File: src/rtl/dcnn_pkg.sv
// Shared definitions for the parameter-load path.
// Holds the load-controller state encoding, the byte offsets of the RAM
// header fields relative to the header base address, and the word size.
// No ports; import with "import dcnn_pkg::*;".
package dcnn_pkg;

    typedef enum logic [2:0] {
        S_IDLE,
        S_HDR_RD,
        S_READY,
        S_WR_HI,
        S_WR_LO,
        S_DONE,
        S_ERR
    } plcState_t;

    // Header layout, relative to the header base address.
    localparam int NLAYERS = 0;
    localparam int FOFF_HI = 1;
    localparam int FOFF_LO = 2;
    localparam int DOFF_HI = 3;
    localparam int DOFF_LO = 4;

    localparam int BYTES_PER_WORD = 2;

    // Layer count byte plus two big-endian offsets.
    localparam int HDR_BYTES = 1 + 2 * BYTES_PER_WORD;

endpackage

File: src/rtl/param_load_controller_hdr_reader.sv
// hdr_reader: pipelined fetch of the 5-byte parameter RAM header.
// A one-cycle start pulse issues reads at HDR_BASE..HDR_BASE+4 on five
// consecutive cycles; each byte is captured the cycle after its read, so the
// whole fetch takes six cycles. done is high during the sixth cycle, while
// the last byte (dense offset low) is still on rdata; denseOff folds that
// byte in directly so the caller can latch everything on that edge.
// Ports:
//   clk, rst      clock, asynchronous active-high reset
//   start         begin a fetch (ignored while abort is high)
//   abort         cancel a fetch in progress
//   rdata         RAM read byte, valid one cycle after rd
//   rd, addr      RAM read strobe and address (registered)
//   done          last header byte is on rdata this cycle
//   numLayers     latched layer count
//   filtOff       filter region offset {hi, lo}
//   denseOff      dense region offset {hi, rdata}; valid while done is high
module hdr_reader
    import dcnn_pkg::*;
#(
    parameter int HDR_BASE = 1,
    parameter int ADDR_W   = 16
) (
    input  logic              clk,
    input  logic              rst,
    input  logic              start,
    input  logic              abort,
    input  logic [7:0]        rdata,
    output logic              rd,
    output logic [ADDR_W-1:0] addr,
    output logic              done,
    output logic [7:0]        numLayers,
    output logic [15:0]       filtOff,
    output logic [15:0]       denseOff
);

    // step counts the fetch cycles 1..LAST_STEP; 0 means idle. During step k
    // the byte read in step k-1 is on rdata, i.e. header byte k-2.
    localparam logic [2:0] LAST_STEP = 3'(DOFF_LO + 2);

    logic [2:0] step;
    logic [2:0] capIdx;
    logic [7:0] filtHi;
    logic [7:0] filtLo;
    logic [7:0] denseHi;

    assign capIdx   = step - 3'd2;
    assign done     = (step == LAST_STEP);
    assign filtOff  = {filtHi, filtLo};
    assign denseOff = {denseHi, rdata};

    always_ff @(posedge clk or posedge rst) begin
        if (rst) begin
            step      <= 3'd0;
            rd        <= 1'b0;
            addr      <= '0;
            numLayers <= 8'd0;
            filtHi    <= 8'd0;
            filtLo    <= 8'd0;
            denseHi   <= 8'd0;
        end else if (abort) begin
            step <= 3'd0;
            rd   <= 1'b0;
            addr <= '0;
        end else if (start) begin
            step <= 3'd1;
            rd   <= 1'b1;
            addr <= ADDR_W'(HDR_BASE);
        end else if (step != 3'd0) begin
            if (step < 3'(HDR_BYTES)) begin
                rd   <= 1'b1;
                addr <= addr + ADDR_W'(1);
            end else begin
                rd   <= 1'b0;
                addr <= '0;
            end
            step <= (step == LAST_STEP) ? 3'd0 : step + 3'd1;
            if (step >= 3'd2) begin
                case (capIdx)
                    3'(NLAYERS): numLayers <= rdata;
                    3'(FOFF_HI): filtHi    <= rdata;
                    3'(FOFF_LO): filtLo    <= rdata;
                    3'(DOFF_HI): denseHi   <= rdata;
                    default:     ;
                endcase
            end
        end
    end

endmodule

File: src/rtl/param_load_controller.sv
// param_load_controller: sequences the parameter-load phase.
// On a rising edge of (load && cnn) it fetches the RAM header, then turns
// each accepted 16-bit host word into two byte writes (high byte first) at
// auto-incrementing addresses starting at the filter offset. Tracks the
// conv-to-dense boundary, counts words, pulses param_done when the phase
// ends and flags writes that would run past the top of the address space.
// Ports:
//   clk, RST                  clock, asynchronous active-high reset
//   load, cnn                 phase active / parameter (1) vs image (0) load
//   Din, din_valid, din_ready host word input
//   ram_addr, ram_wdata       RAM address and write byte
//   ram_rdata                 RAM read byte, valid one cycle after ram_rd
//   ram_rd, ram_wr            RAM strobes
//   num_layers                header layer count
//   in_dense                  write pointer has reached the dense offset
//   words_written             accepted words this phase (wraps)
//   param_done                one-cycle pulse at end of phase
//   err_overflow              sticky address-space overflow flag
//   dbgState                  current FSM state
//
// Host handshake: a word is transferred on a rising clock edge where
// din_ready and din_valid are both 1. din_ready is high only in READY, and
// din_valid while din_ready is 0 is dropped, not queued; the host must hold
// Din stable for the transfer edge only (the word is registered there).
module param_load_controller
    import dcnn_pkg::*;
#(
    parameter int HDR_BASE = 1,
    parameter int ADDR_W   = 16
) (
    input  logic              clk,
    input  logic              RST,
    input  logic              load,
    input  logic              cnn,
    input  logic [15:0]       Din,
    input  logic              din_valid,
    output logic              din_ready,
    output logic [ADDR_W-1:0] ram_addr,
    output logic [7:0]        ram_wdata,
    input  logic [7:0]        ram_rdata,
    output logic              ram_rd,
    output logic              ram_wr,
    output logic [7:0]        num_layers,
    output logic              in_dense,
    output logic [15:0]       words_written,
    output logic              param_done,
    output logic              err_overflow,
    output plcState_t         dbgState
);

    localparam logic [ADDR_W-1:0] ADDR_MAX = '1;

    plcState_t         state;
    logic [ADDR_W-1:0] wp;
    logic [ADDR_W-1:0] wpNext;
    logic [ADDR_W-1:0] denseOff;
    logic [ADDR_W-1:0] wrAddr;
    logic [ADDR_W-1:0] hdrAddr;
    logic [15:0]       dataQ;
    logic [15:0]       hdrFiltOff;
    logic [15:0]       hdrDenseOff;
    logic              loadDrop;
    logic              lcQ;
    logic              lcQ2;
    logic              active;
    logic              hdrStart;
    logic              hdrAbort;
    logic              hdrDone;

    // cnn dropping while busy behaves exactly like load dropping.
    assign active   = load & cnn;
    assign hdrStart = (state == S_IDLE) && lcQ && !lcQ2;
    assign hdrAbort = (state == S_HDR_RD) && !active;
    assign wpNext   = wp + ADDR_W'(1);
    assign ram_addr = (state == S_HDR_RD) ? hdrAddr : wrAddr;
    assign dbgState = state;

    hdr_reader #(
        .HDR_BASE (HDR_BASE),
        .ADDR_W   (ADDR_W)
    ) u_hdr (
        .clk       (clk),
        .rst       (RST),
        .start     (hdrStart),
        .abort     (hdrAbort),
        .rdata     (ram_rdata),
        .rd        (ram_rd),
        .addr      (hdrAddr),
        .done      (hdrDone),
        .numLayers (num_layers),
        .filtOff   (hdrFiltOff),
        .denseOff  (hdrDenseOff)
    );

    always_ff @(posedge clk or posedge RST) begin
        if (RST) begin
            state         <= S_IDLE;
            wp            <= '0;
            denseOff      <= '0;
            wrAddr        <= '0;
            dataQ         <= 16'd0;
            loadDrop      <= 1'b0;
            lcQ           <= 1'b0;
            lcQ2          <= 1'b0;
            din_ready     <= 1'b0;
            ram_wr        <= 1'b0;
            ram_wdata     <= 8'd0;
            in_dense      <= 1'b0;
            words_written <= 16'd0;
            param_done    <= 1'b0;
            err_overflow  <= 1'b0;
        end else begin
            // Registered copy of the phase condition plus one more stage
            // for its rising-edge detect.
            lcQ        <= active;
            lcQ2       <= lcQ;
            param_done <= 1'b0;

            case (state)
                S_IDLE: begin
                    if (hdrStart) begin
                        state         <= S_HDR_RD;
                        words_written <= 16'd0;
                        in_dense      <= 1'b0;
                        loadDrop      <= 1'b0;
                    end
                end

                S_HDR_RD: begin
                    if (!active) begin
                        state      <= S_DONE;
                        param_done <= 1'b1;
                    end else if (hdrDone) begin
                        state     <= S_READY;
                        din_ready <= 1'b1;
                        wp        <= ADDR_W'(hdrFiltOff);
                        denseOff  <= ADDR_W'(hdrDenseOff);
                        in_dense  <= (hdrFiltOff >= hdrDenseOff);
                    end
                end

                S_READY: begin
                    if (din_valid) begin
                        // din_ready is high here, so this word is owed a
                        // full write even if the phase ends this cycle.
                        state     <= S_WR_HI;
                        dataQ     <= Din;
                        din_ready <= 1'b0;
                        ram_wr    <= 1'b1;
                        wrAddr    <= wp;
                        ram_wdata <= Din[15:8];
                        loadDrop  <= !active;
                    end else if (!active) begin
                        state      <= S_DONE;
                        din_ready  <= 1'b0;
                        param_done <= 1'b1;
                    end
                end

                S_WR_HI: begin
                    wp       <= wpNext;
                    loadDrop <= loadDrop | !active;
                    if (wpNext == denseOff) begin
                        in_dense <= 1'b1;
                    end
                    if (wp == ADDR_MAX) begin
                        // High byte landed at the last address; the low
                        // byte has nowhere to go.
                        state        <= S_ERR;
                        ram_wr       <= 1'b0;
                        err_overflow <= 1'b1;
                    end else begin
                        state     <= S_WR_LO;
                        wrAddr    <= wpNext;
                        ram_wdata <= dataQ[7:0];
                    end
                end

                S_WR_LO: begin
                    wp            <= wpNext;
                    ram_wr        <= 1'b0;
                    words_written <= words_written + 16'd1;
                    if (wpNext == denseOff) begin
                        in_dense <= 1'b1;
                    end
                    if (loadDrop || !active) begin
                        state      <= S_DONE;
                        param_done <= 1'b1;
                    end else if (wp == ADDR_MAX) begin
                        // Address space exhausted while the host is still
                        // loading: any further byte would wrap to 0.
                        state        <= S_ERR;
                        err_overflow <= 1'b1;
                    end else begin
                        state     <= S_READY;
                        din_ready <= 1'b1;
                    end
                end

                S_ERR: begin
                    if (!active) begin
                        state      <= S_DONE;
                        param_done <= 1'b1;
                    end
                end

                S_DONE: begin
                    state <= S_IDLE;
                end

                default: begin
                    state <= S_IDLE;
                end
            endcase
        end
    end

endmodule

File: config.mk
export PLATFORM = sky130hd
export DESIGN_NAME = param_load_controller
export DESIGN_NICKNAME = d
export VERILOG_FILES = /design/src/rtl/dcnn_pkg.sv /design/src/rtl/param_load_controller_hdr_reader.sv /design/src/rtl/param_load_controller.sv
export SDC_FILE = /design/constraint.sdc
export NUM_CORES = 1
export LEC_CHECK = 0
export CAP_MARGIN = 20
export CORE_ASPECT_RATIO = 0.9
export CORE_MARGIN = 2
export CORE_UTILIZATION = 45
export CTS_CLUSTER_SIZE = 12
export DETAILED_ROUTE_END_ITERATION = 12
export GPL_ROUTABILITY_DRIVEN = 0
export PLACE_DENSITY_LB_ADDON = 0.12
export SETUP_SLACK_MARGIN = 0.05
export SYNTH_ARGS = -nofsm -noshare
export SYNTH_HDL_FRONTEND = slang
export SYNTH_SLANG_ARGS = --single-unit
File: constraint.sdc
create_clock -name clk -period 5.9 [get_ports clk]
set_clock_uncertainty 0.05 [all_clocks]
set_input_delay 0.59 -clock clk [delete_from_list [all_inputs] [get_ports clk]]
set_output_delay 0.59 -clock clk [all_outputs]
set_load 0.1 [all_outputs]
# After elaboration in Yosys (flattened, before gate mapping)
# Cells that the tools add are included.
[op_classes]
eq_ne = 22
add_sub_neg = 5
magnitude_cmp = 3
muxes = 57
bitwise = 4
n_reduce_logical = 35
[op_table]
columns = ["operator", "n"]
rows = [
  ["16-bit two-way mux", 10],
  ["16-bit case mux with 2 select lines", 3],
  ["16-bit by 1-bit adder with 16-bit output, second input constant", 3],
  ["3-bit two-way mux", 11],
  ["5-bit AND reduction", 5],
  ["1-bit two-way mux", 22],
  ["3-bit case mux with 6 select lines", 1],
  ["3-bit nonzero test", 6],
  ["16-bit == test", 1],
  ["16-bit == test, second input constant", 1],
  ["16-bit >= comparator", 1],
  ["8-bit two-way mux", 2],
  ["2-bit != test, second input constant", 8],
  ["8-bit case mux with 2 select lines", 1],
  ["1-bit case mux with 3 select lines", 5],
  ["3-bit AND reduction", 5],
  ["3-bit by 2-bit == test with 1-bit output, second input constant", 4],
  ["3-bit == test, second input constant", 3],
  ["2-bit AND reduction", 4],
  ["2-bit nonzero test", 4],
  ["3-bit by 1-bit == test with 1-bit output, second input constant", 2],
  ["3-bit zero test", 2],
  ["3-bit != test, second input constant", 2],
  ["6-bit AND reduction", 1],
  ["other kinds (14)", 19],
]
[word_totals]
register_bits = 143

# Logic depth before layout (Yosys ltp)
# Gate-level depths: netlist of the first run.
[depth]
ltp_word = 5
mapped_depth = 10
depth_no_buf = 8

# Cells and area by module
# A second synthesis of the first run with hierarchy kept.
[unflattened]
hier_cells = 856
hier_area_um2 = 7776.2
[modules_own_cells]
columns = ["module", "area_each_um2", "n_inst", "cells_each"]
rows = [
  ["param_load_controller", 5351.4, 1, 651],
  ["hdr_reader", 2424.8, 1, 205],
]

# Least setup slack after synthesis of the first run
# Ideal clock, no wire load.
[synth_timing]
path_kind = "flip-flop to output port"
start = "register state[0], in the netlist dbgState[0]"
end = "output port ram_addr[11]"
n_path_buf = 3
path_stages_with_launch = 6
slack_ps = 1448
t_arrival_ps = 3812
path_cell_list = "dfrtp_1 -> clkbuf_1 -> buf_2 -> nand2_1 -> clkbuf_1 -> o21ai_0"
[synth_via]
elab_chain_cells = 2
[synth_lines]
columns = ["element", "line_no", "rtl"]
rows = [
  ["from (decl)", "param_load_controller.sv:53", "plcState_t state;"],
  ["from (signal assigned)", "param_load_controller.sv:97", "state <= S_IDLE;"],
  ["from (signal assigned)", "param_load_controller.sv:122", "state <= S_HDR_RD;"],
  ["from (signal assigned)", "param_load_controller.sv:131", "state <= S_DONE;"],
  ["3-bit by 1-bit == test with 1-bit output", "param_load_controller.sv:75", "assign ram_addr = (state == S_HDR_RD) ? hdrAddr : wrAddr;"],
  ["16-bit two-way mux", "param_load_controller.sv:75", ""],
  ["to (decl)", "param_load_controller.sv:38", "output logic [ADDR_W-1:0] ram_addr,"],
]
# Every way passes these cells.

# Worst setup path after layout of the first run
[layout_timing]
start = "register state[0], in the netlist dbgState[0]"
end = "output port ram_addr[8]"
# Same word-level chain as after synthesis.

==> results.toml, run 1 <==
[worst_setup_path]
crit_arrival_ps = 3420
end_kind = "output pin"
crit_family = "simple AND/OR/NAND/NOR gates"
reg2reg_to = "u_hdr.denseHi[0]"
reg2reg_depth = 6
path_class = "register to output pin"
crit_buf_inv = 1
r2r_start = "dbgState[0]"
critPathMaxFanout = 17
cp.required_ps = 5260
critical-path-max-stage-delay_ps = 1130
critPathMostFrequentCell = "nand2_1"
start_kind = "register"
critPathCapture = "ram_addr[8]"
crit_path_cell_trace = "nor3b_2 > nand2_1 > nand2_1 > clkdlybuf4s50_1"
r2r_slack_ps = 2570
startpoint = "dbgState[0]"
cp_num_cells = 4
slowest_stage = "clkdlybuf4s50_1"

[route]
drt-wirelength-per-cell_um = 17.6
via_per_inst = 5.72
ant_nets = 0
dr.pass1.iters = 5
drt-initial-drc-count = 410
drc_errors = 0
vias = 6434
wl_um = 19700

[clock_tree]
clk_latency_ps = 420
clockRootBuffer = "clkbuf_16"
cts_tree = "built"
postCtsHoldBufs = 0
cts.repair.resized = 0
htree_levels = 4
cts_buffers = 17
cts_setup_buffers = 0
cts.path.max_buffers = 2
cts.sinks = 143
clk_pin_slew_ps = 60

[cells_and_area]
fin_util = 0.554
finalNetCount = 953
drive_gt1_frac = 0.0975
stdcell_count = 1124
area_delta_synth_final_pct = 20.7
n_antenna_cell = 0

[floorplan]
start_util = 0.459
dieHeight_um = 129
die_x_um = 142
io_pins = 86
rows = 45
core_region_area_um2 = 16900
fp.dieArea_um2 = 18300

[logic_synthesis]
synthAdderAreaFrac = 0.0355
synth_edf_count = 0
synth_commonest_cells = "dfrtp_1 (143), nand2_1 (132), nor2_1 (74), a21oi_1 (58), o21ai_0 (57)"
yosysSeqAreaShare = 0.462
synth_top_area_cell = "dfrtp_1"
synth_top_area_frac = 0.462
synth_xor_area_frac = 0.0520
async_flop_share = 1.00
synth_flop_cell = "dfrtp_1"
syn_area_per_cell_um2 = 9.20
synth_top_family_by_area = "simple AND/OR/NAND/NOR gates"
muxShareOfSynthArea = 0.0841
syn_area_um2 = 7750
synth_cell_types = 59
synthTopCellsByArea = "dfrtp_1 (46%), mux2_2 (7.0%), nand2_1 (6.4%)"
synthCells = 842
synth.net_count = 893
synth-simple-area-share = 0.191
synth_compound_area_frac = 0.133
ys.warnings.count = 0
synth_most_common_cell = "dfrtp_1"
ys_ff_latch = 143

[global_route]
grt_pass1_wl_um = 32300
grt-ovfl-total = 0
grt_max_degree = 99
first_global_vias = 6254
grt_usage = 0.225
antenna_found_initial = 0

[pwr]
power.share.combinational = 0.492
clockPowerShare = 0.212
swShare = 0.487
p_seq_frac = 0.296
intPower_uw = 2870
switchingPower_uw = 2720
cellPowerDensity_nw_per_um2 = 597
total_power_uw = 5590
irDropWorstVdd_mv = 0.469
p_leak_uw = 0.00426

[sta]
worstMarginPinSlew_ps = 1080
finalHoldViolations = 0
slew-limit-headroom = 0.280
period_share = 0.688
fin_crit_ps = 4060
rsz0062_at_grt = "no"
final_max_slew_viol_count = 0
setup_viol = 0
setup_tns_ps = 0
final.setup.worst_slack_ps = 1840
fmax_ghz = 0.246

[placed_design]
io_buffers = 85
pre_cts_slack_ps = 2300
dp.cells = 1093
dp_hpwl_um = 14300

[min_path]
hp-class = "register to register"

[run]
drv_cap = 0

[status]
status = "completed"
==> power by group through the flow <==
stage	registers (uW)	clock network, uW	logic, uW
floorplan	2030	0	1690
global placement	1650	0	2690
detailed placement	1660	0	2730
CTS	1650	1200	2730
global route	1700	1250	2940
finish	1650	1180	2750
==> worst register-to-register path, cell delays in order (launching register included) <==
cell     delay, ps
dfrtp_1        660
nor3b_2        960
nand2_1        310
nand2_1        260
nor3b_1        120
nand3_1        450
mux2_2         410
==> cell families after synthesis <==
logic type,count (synthesis)
multiplexers,59
AO/OA/AOI/OAI,172
XOR/XNOR,46
flip-flops,143
adder cells (fa/ha/maj),22
AND/OR/NAND/NOR,320
buffers and inverters,80
==> flip-flops by register name, indices dropped and copies added, names as in the netlist, 3 cells and up <==
register	cells
dataQ	8
dbgState	3
denseOff	16
ram_wdata	8
u_hdr.addr	16
u_hdr.denseHi	8
u_hdr.filtHi	8
u_hdr.filtLo	8
u_hdr.numLayers	8
u_hdr.step	3
words_written	16
wp	16
wrAddr	16
==> layer usage <==
| metal | global-route usage | vias up | routed length (um) |
|---|---|---|---|
| met5 | 0 | - | 0 |
| met4 | 0.0810 | 0 | 422 |
| met3 | 0.0454 | 36 | 1010 |
| met2 | 0.351 | 204 | 9050 |
| met1 | 0.312 | 3147 | 9250 |
| li1 | - | 3047 | - |
==> worst min-delay path by stage <==
stage | startpoint | endpoint | slack, ps | cells past startpoint
after global placement | lcQ | lcQ2 | 330 | 0
after global routing | lcQ | lcQ2 | 360 | 0
after detailed placement | lcQ | lcQ2 | 330 | 0
after CTS | lcQ | lcQ2 | 350 | 0
after floorplan | lcQ | lcQ2 | 310 | 0
final | lcQ | lcQ2 | 340 | 0
==> through the flow <==
stage | hold slack (ps) | area (um^2)
floorplan | 309 | 7750
global placement | 331 | 8690
detailed placement | 334 | 8690
CTS | 351 | 9330
global route | 361 | 9360
finish | 344 | 9360
==> cell usage in the layout, fill, tap and decap left out, drive strengths merged, types with 3 or more instances in the layout <==
cell,n
a21o,3
nand4,14
nor3b,5
o21ai,57
clkdlybuf4s50,85
and3,16
xnor2,29
nand3,26
a2111oi,3
inv,32
nor3,12
dfrtp,143
or3,9
nor2,74
nor2b,4
bufinv,5
mux2i,10
xor2,17
ha,22
o31ai,3
and2,7
nand2b,8
clkbuf,21
a31oi,15
a21oi,59
buf,5
a22oi,4
mux2,49
and4,7
o22ai,5
nand2,132
==> cell type report <==
type	instances	area (um^2)
clock buffers	21	460
clock inverters	9	183
fillers	1511	7530
inverters	31	121
multi-input cells	619	3840
flip-flops and latches	143	3580
well taps	211	264
repair buffers	90	908
No activity file was read; power rests on OpenSTA's default activity.
==> run 2, diff against run 1 <==
- clock period: 5.9 -> 4.1 ns (I/O delays scaled with it)
==> run 2 against run 1 <==
Effect of this change: non-clock buffer count grew 6; flip-flop and latch count unchanged; register-to-register slack worse by 1500 ps; via count grew 0.56%.
==> results.toml, run 2 (synthesis results as in run 1) <==
[sta]
fin_crit_ps = 3060
final_max_slew_viol_count = 0
rsz0062_at_grt = "no"
final.setup.worst_slack_ps = 1040
finalHoldViolations = 0
setup_tns_ps = 0
setup_viol = 0
worstMarginPinSlew_ps = 1000
slew-limit-headroom = 0.331
period_share = 0.745
fmax_ghz = 0.327

[global_route]
grt-ovfl-total = 0
grt_pass1_wl_um = 33100
antenna_found_initial = 0
first_global_vias = 6359
grt_max_degree = 49
grt_usage = 0.230

[floorplan]
fp.dieArea_um2 = 18300
io_pins = 86
core_region_area_um2 = 16900
dieHeight_um = 129
die_x_um = 142
start_util = 0.459
rows = 45

[status]
status = "completed"

[worst_setup_path]
reg2reg_depth = 7
critical-path-max-stage-delay_ps = 580
crit_arrival_ps = 3300
slowest_stage = "or4bb_1"
crit_path_cell_trace = "ha_1 > and3_1 > nand3_1 > or4bb_1 > a21oi_1 > a41oi_1 > mux2_1"
end_kind = "register"
r2r_start = "wp[0]"
critPathMaxFanout = 9
path_class = "register to register"
crit_buf_inv = 0
start_kind = "register"
cp.required_ps = 4350
crit_family = "simple AND/OR/NAND/NOR gates"
r2r_slack_ps = 1040
reg2reg_to = "in_dense"

[clock_tree]
cts_setup_buffers = 0
clk_pin_slew_ps = 60
postCtsHoldBufs = 0
cts_tree = "built"
cts.repair.resized = 0
cts_buffers = 17
clk_latency_ps = 420
cts.sinks = 143
cts.path.max_buffers = 2
htree_levels = 4
clockRootBuffer = "clkbuf_16"

[route]
drc_errors = 0
vias = 6470
dr.pass1.iters = 5
ant_nets = 0
wl_um = 20000
via_per_inst = 5.72
drt-wirelength-per-cell_um = 17.7
drt-initial-drc-count = 510

[min_path]
hp-class = "input pin to async pin"

[cells_and_area]
finalNetCount = 959
final_common_cell = "dfrtp_1"
drive_gt1_frac = 0.123
layout_common_cells = "dfrtp_1 (143), nand2_1 (132), nor2_1 (74)"
final_cell_area_um2 = 9370
area_delta_synth_final_pct = 20.9
n_antenna_cell = 0
fin_util = 0.555

[run]
drv_cap = 0

[placed_design]
placed_area_um2 = 8700
pre_cts_slack_ps = 1040
dp_hpwl_um = 14600
io_buffers = 85

[pwr]
irDropWorstVdd_mv = 0.622
cellPowerDensity_nw_per_um2 = 856
p_leak_uw = 0.00432
-- run 2: changes by cell type in the layout (fill, tap and decap cells not counted), sizes merged --
cell,before,now
clkinv,1,5
inv,32,30
clkdlybuf4s50,85,69
buf,5,27
-- run 2: how the worst max path moves through the flow --
stage / startpoint / end / slack [ps] / cells past startpoint
CTS: wp[0] / in_dense / 1100 / 7
global route: wp[0] / in_dense / 870 / 7
detailed placement: load / wp[8] / 1040 / 8
finish: wp[0] / in_dense / 1040 / 7
floorplan: dbgState[0] / ram_addr[11] / -170 / 5
global placement: wp[0] / in_dense / 1190 / 7
-- run 2: area by class of cell --
class / instances / area (um^2)
Fill cell: 1526 / 7520
Multi-Input combinational cell: 619 / 3840
Sequential cell: 143 / 3580
Timing Repair Buffer: 96 / 918
Clock buffer: 21 / 460
Tap cell: 211 / 264
Clock inverter: 11 / 186
Inverter: 31 / 120
-- run 2: report_power, final --
group / internal, uW / switching [uW] / leakage (uW)
sequential: 1840 / 531 / 0.00184
combinational: 1130 / 2810 / 0.00216
clock: 1110 / 593 / 0.000317
-- run 2: stage by stage --
stage / total power [uW] / hold slack [ps] / instances
finish: 8020 / 184 / 1132
global route: 8460 / 186 / 1132
CTS: 8040 / 335 / 1131
detailed placement: 6320 / 331 / 1099
global placement: 6240 / 319 / 1099
floorplan: 5350 / 309 / 842
-- run 2: layer usage --
metal  vias to the layer above  GRT usage  routed length [um]
li1                       3073          -                   -
met1                      3179      0.317                9090
met2                       199      0.371                9550
met3                        19     0.0558                1150
met4                         0     0.0542                 200
met5                         -          0                   0
==> run 3, diff against run 2 <==
- clock period: 4.1 -> 3.2 ns (I/O delays scaled with it)
==> run 3 against run 2 <==
Effect of this change: power increased by 27%; sequential power increased by 28%; highest routed layer unchanged; largest cell class unchanged; largest power group unchanged; worst hold slack improved by 150 ps.
==> results.toml, run 3 (synthesis results as in run 1) <==
[worst_setup_path]
path_class = "register to output pin"
cp.required_ps = 2830
reg2reg_depth = 7
r2r_slack_ps = 330
reg2reg_to = "in_dense"
crit_arrival_ps = 2520
start_kind = "register"
r2r_start = "wp[0]"
end_kind = "output pin"
critPathMaxFanout = 22

[clock_tree]
cts_tree = "built"
cts_buffers = 17
clockRootBuffer = "clkbuf_16"
clk_pin_slew_ps = 60
postCtsHoldBufs = 0
cts.path.max_buffers = 2
cts.repair.resized = 0
cts.sinks = 143
clk_latency_ps = 430
cts_setup_buffers = 0
htree_levels = 4

[sta]
fin_crit_ps = 2890
fmax_ghz = 0.346
slew-limit-headroom = 0.345
worstMarginPinSlew_ps = 980
final_max_slew_viol_count = 0
finalHoldViolations = 0
rsz0062_at_grt = "no"
period_share = 0.903
setup_viol = 0

[global_route]
grt-ovfl-total = 0
grt_usage = 0.225
grt_max_degree = 144
grt_pass1_wl_um = 32300
antenna_found_initial = 0
first_global_vias = 6279

[floorplan]
start_util = 0.459
dieHeight_um = 129
fp.dieArea_um2 = 18300
core_region_area_um2 = 16900
io_pins = 86
rows = 45
die_x_um = 142

[route]
vias = 6446
drt-initial-drc-count = 579
drc_errors = 0
via_per_inst = 5.67
wl_um = 19600
dr.pass1.iters = 5
ant_nets = 0
drt-wirelength-per-cell_um = 17.3

[cells_and_area]
layout_common_cells = "dfrtp_1 (143), nand2_1 (132), nor2_1 (74)"
n_antenna_cell = 0
final_cell_area_um2 = 9350
final_common_cell = "dfrtp_1"
finalNetCount = 963
stdcell_count = 1136
drive_gt1_frac = 0.130
area_delta_synth_final_pct = 20.7

[pwr]
p_leak_uw = 0.00433
irDropWorstVdd_mv = 0.703
cellPowerDensity_nw_per_um2 = 1090
total_power_uw = 10200

[min_path]
hp-class = "input pin to async pin"

[placed_design]
dp_hpwl_um = 14200
io_buffers = 85
dp.cells = 1104
placed_area_um2 = 8730

[run]
drv_cap = 0

[status]
status = "completed"
run 3: cell count changes in the layout (fill, tap and decap cells not counted):
cell and change:
clkbuf_1 +2, buf_12 -1, clkinv_2 -2, clkinvlp_4 -1, bufinv_16 -1, clkinv_4 +1, clkdlybuf4s50_1 -5, buf_4 +10
inv_6 +1
run 3: worst max-delay path: stages, from the launching register on:
cell	delay [ps]
dfrtp_1	590
nor2_1	310
nand2_1	460
o21ai_0	380
buf_4	340
run 3: cell type report:
cell class | instances | area [um^2]
fill | 1536 | 7540
clock inverter | 9 | 156
clock buffer | 23 | 468
multi-input combinational | 619 | 3840
tap | 211 | 264
inverter | 31 | 120
timing repair buffer | 100 | 923
sequential | 143 | 3580
run 3: worst max-delay path by stage:
stage / slack (ps) / from / depth (start not counted) / to
floorplan: -980 / dbgState[0] / 5 / ram_addr[11]
global placement: 430 / wp[0] / 7 / in_dense
detailed placement: 360 / wp[0] / 7 / in_dense
CTS: 310 / dbgState[1] / 4 / ram_addr[11]
global route: 90 / wp[0] / 7 / in_dense
finish: 310 / dbgState[1] / 4 / ram_addr[11]
run 3: where the power goes:
group	switching [uW]	internal (uW)
clock	772	1350
combinational	3600	1470
sequential	675	2360
run 3: metal layers:
layer,share of wire,GRT usage,up-vias
met3,0.050,0.0461,20
met4,0.011,0.0582,0
met5,0,0,-
met2,0.47,0.360,178
li1,-,-,3073
met1,0.47,0.316,3175
run 3: stage by stage:
stage                     hold slack (ps)  worst slack [ps]  TNS, ps  utilization
after floorplan                       309              -982    -1960            -
after global placement                323               429        0        0.517
after CTS                             347               309        0        0.554
final                                 337               311        0        0.554
after detailed placement              345               361        0        0.517
after global routing                  349              90.6        0        0.554
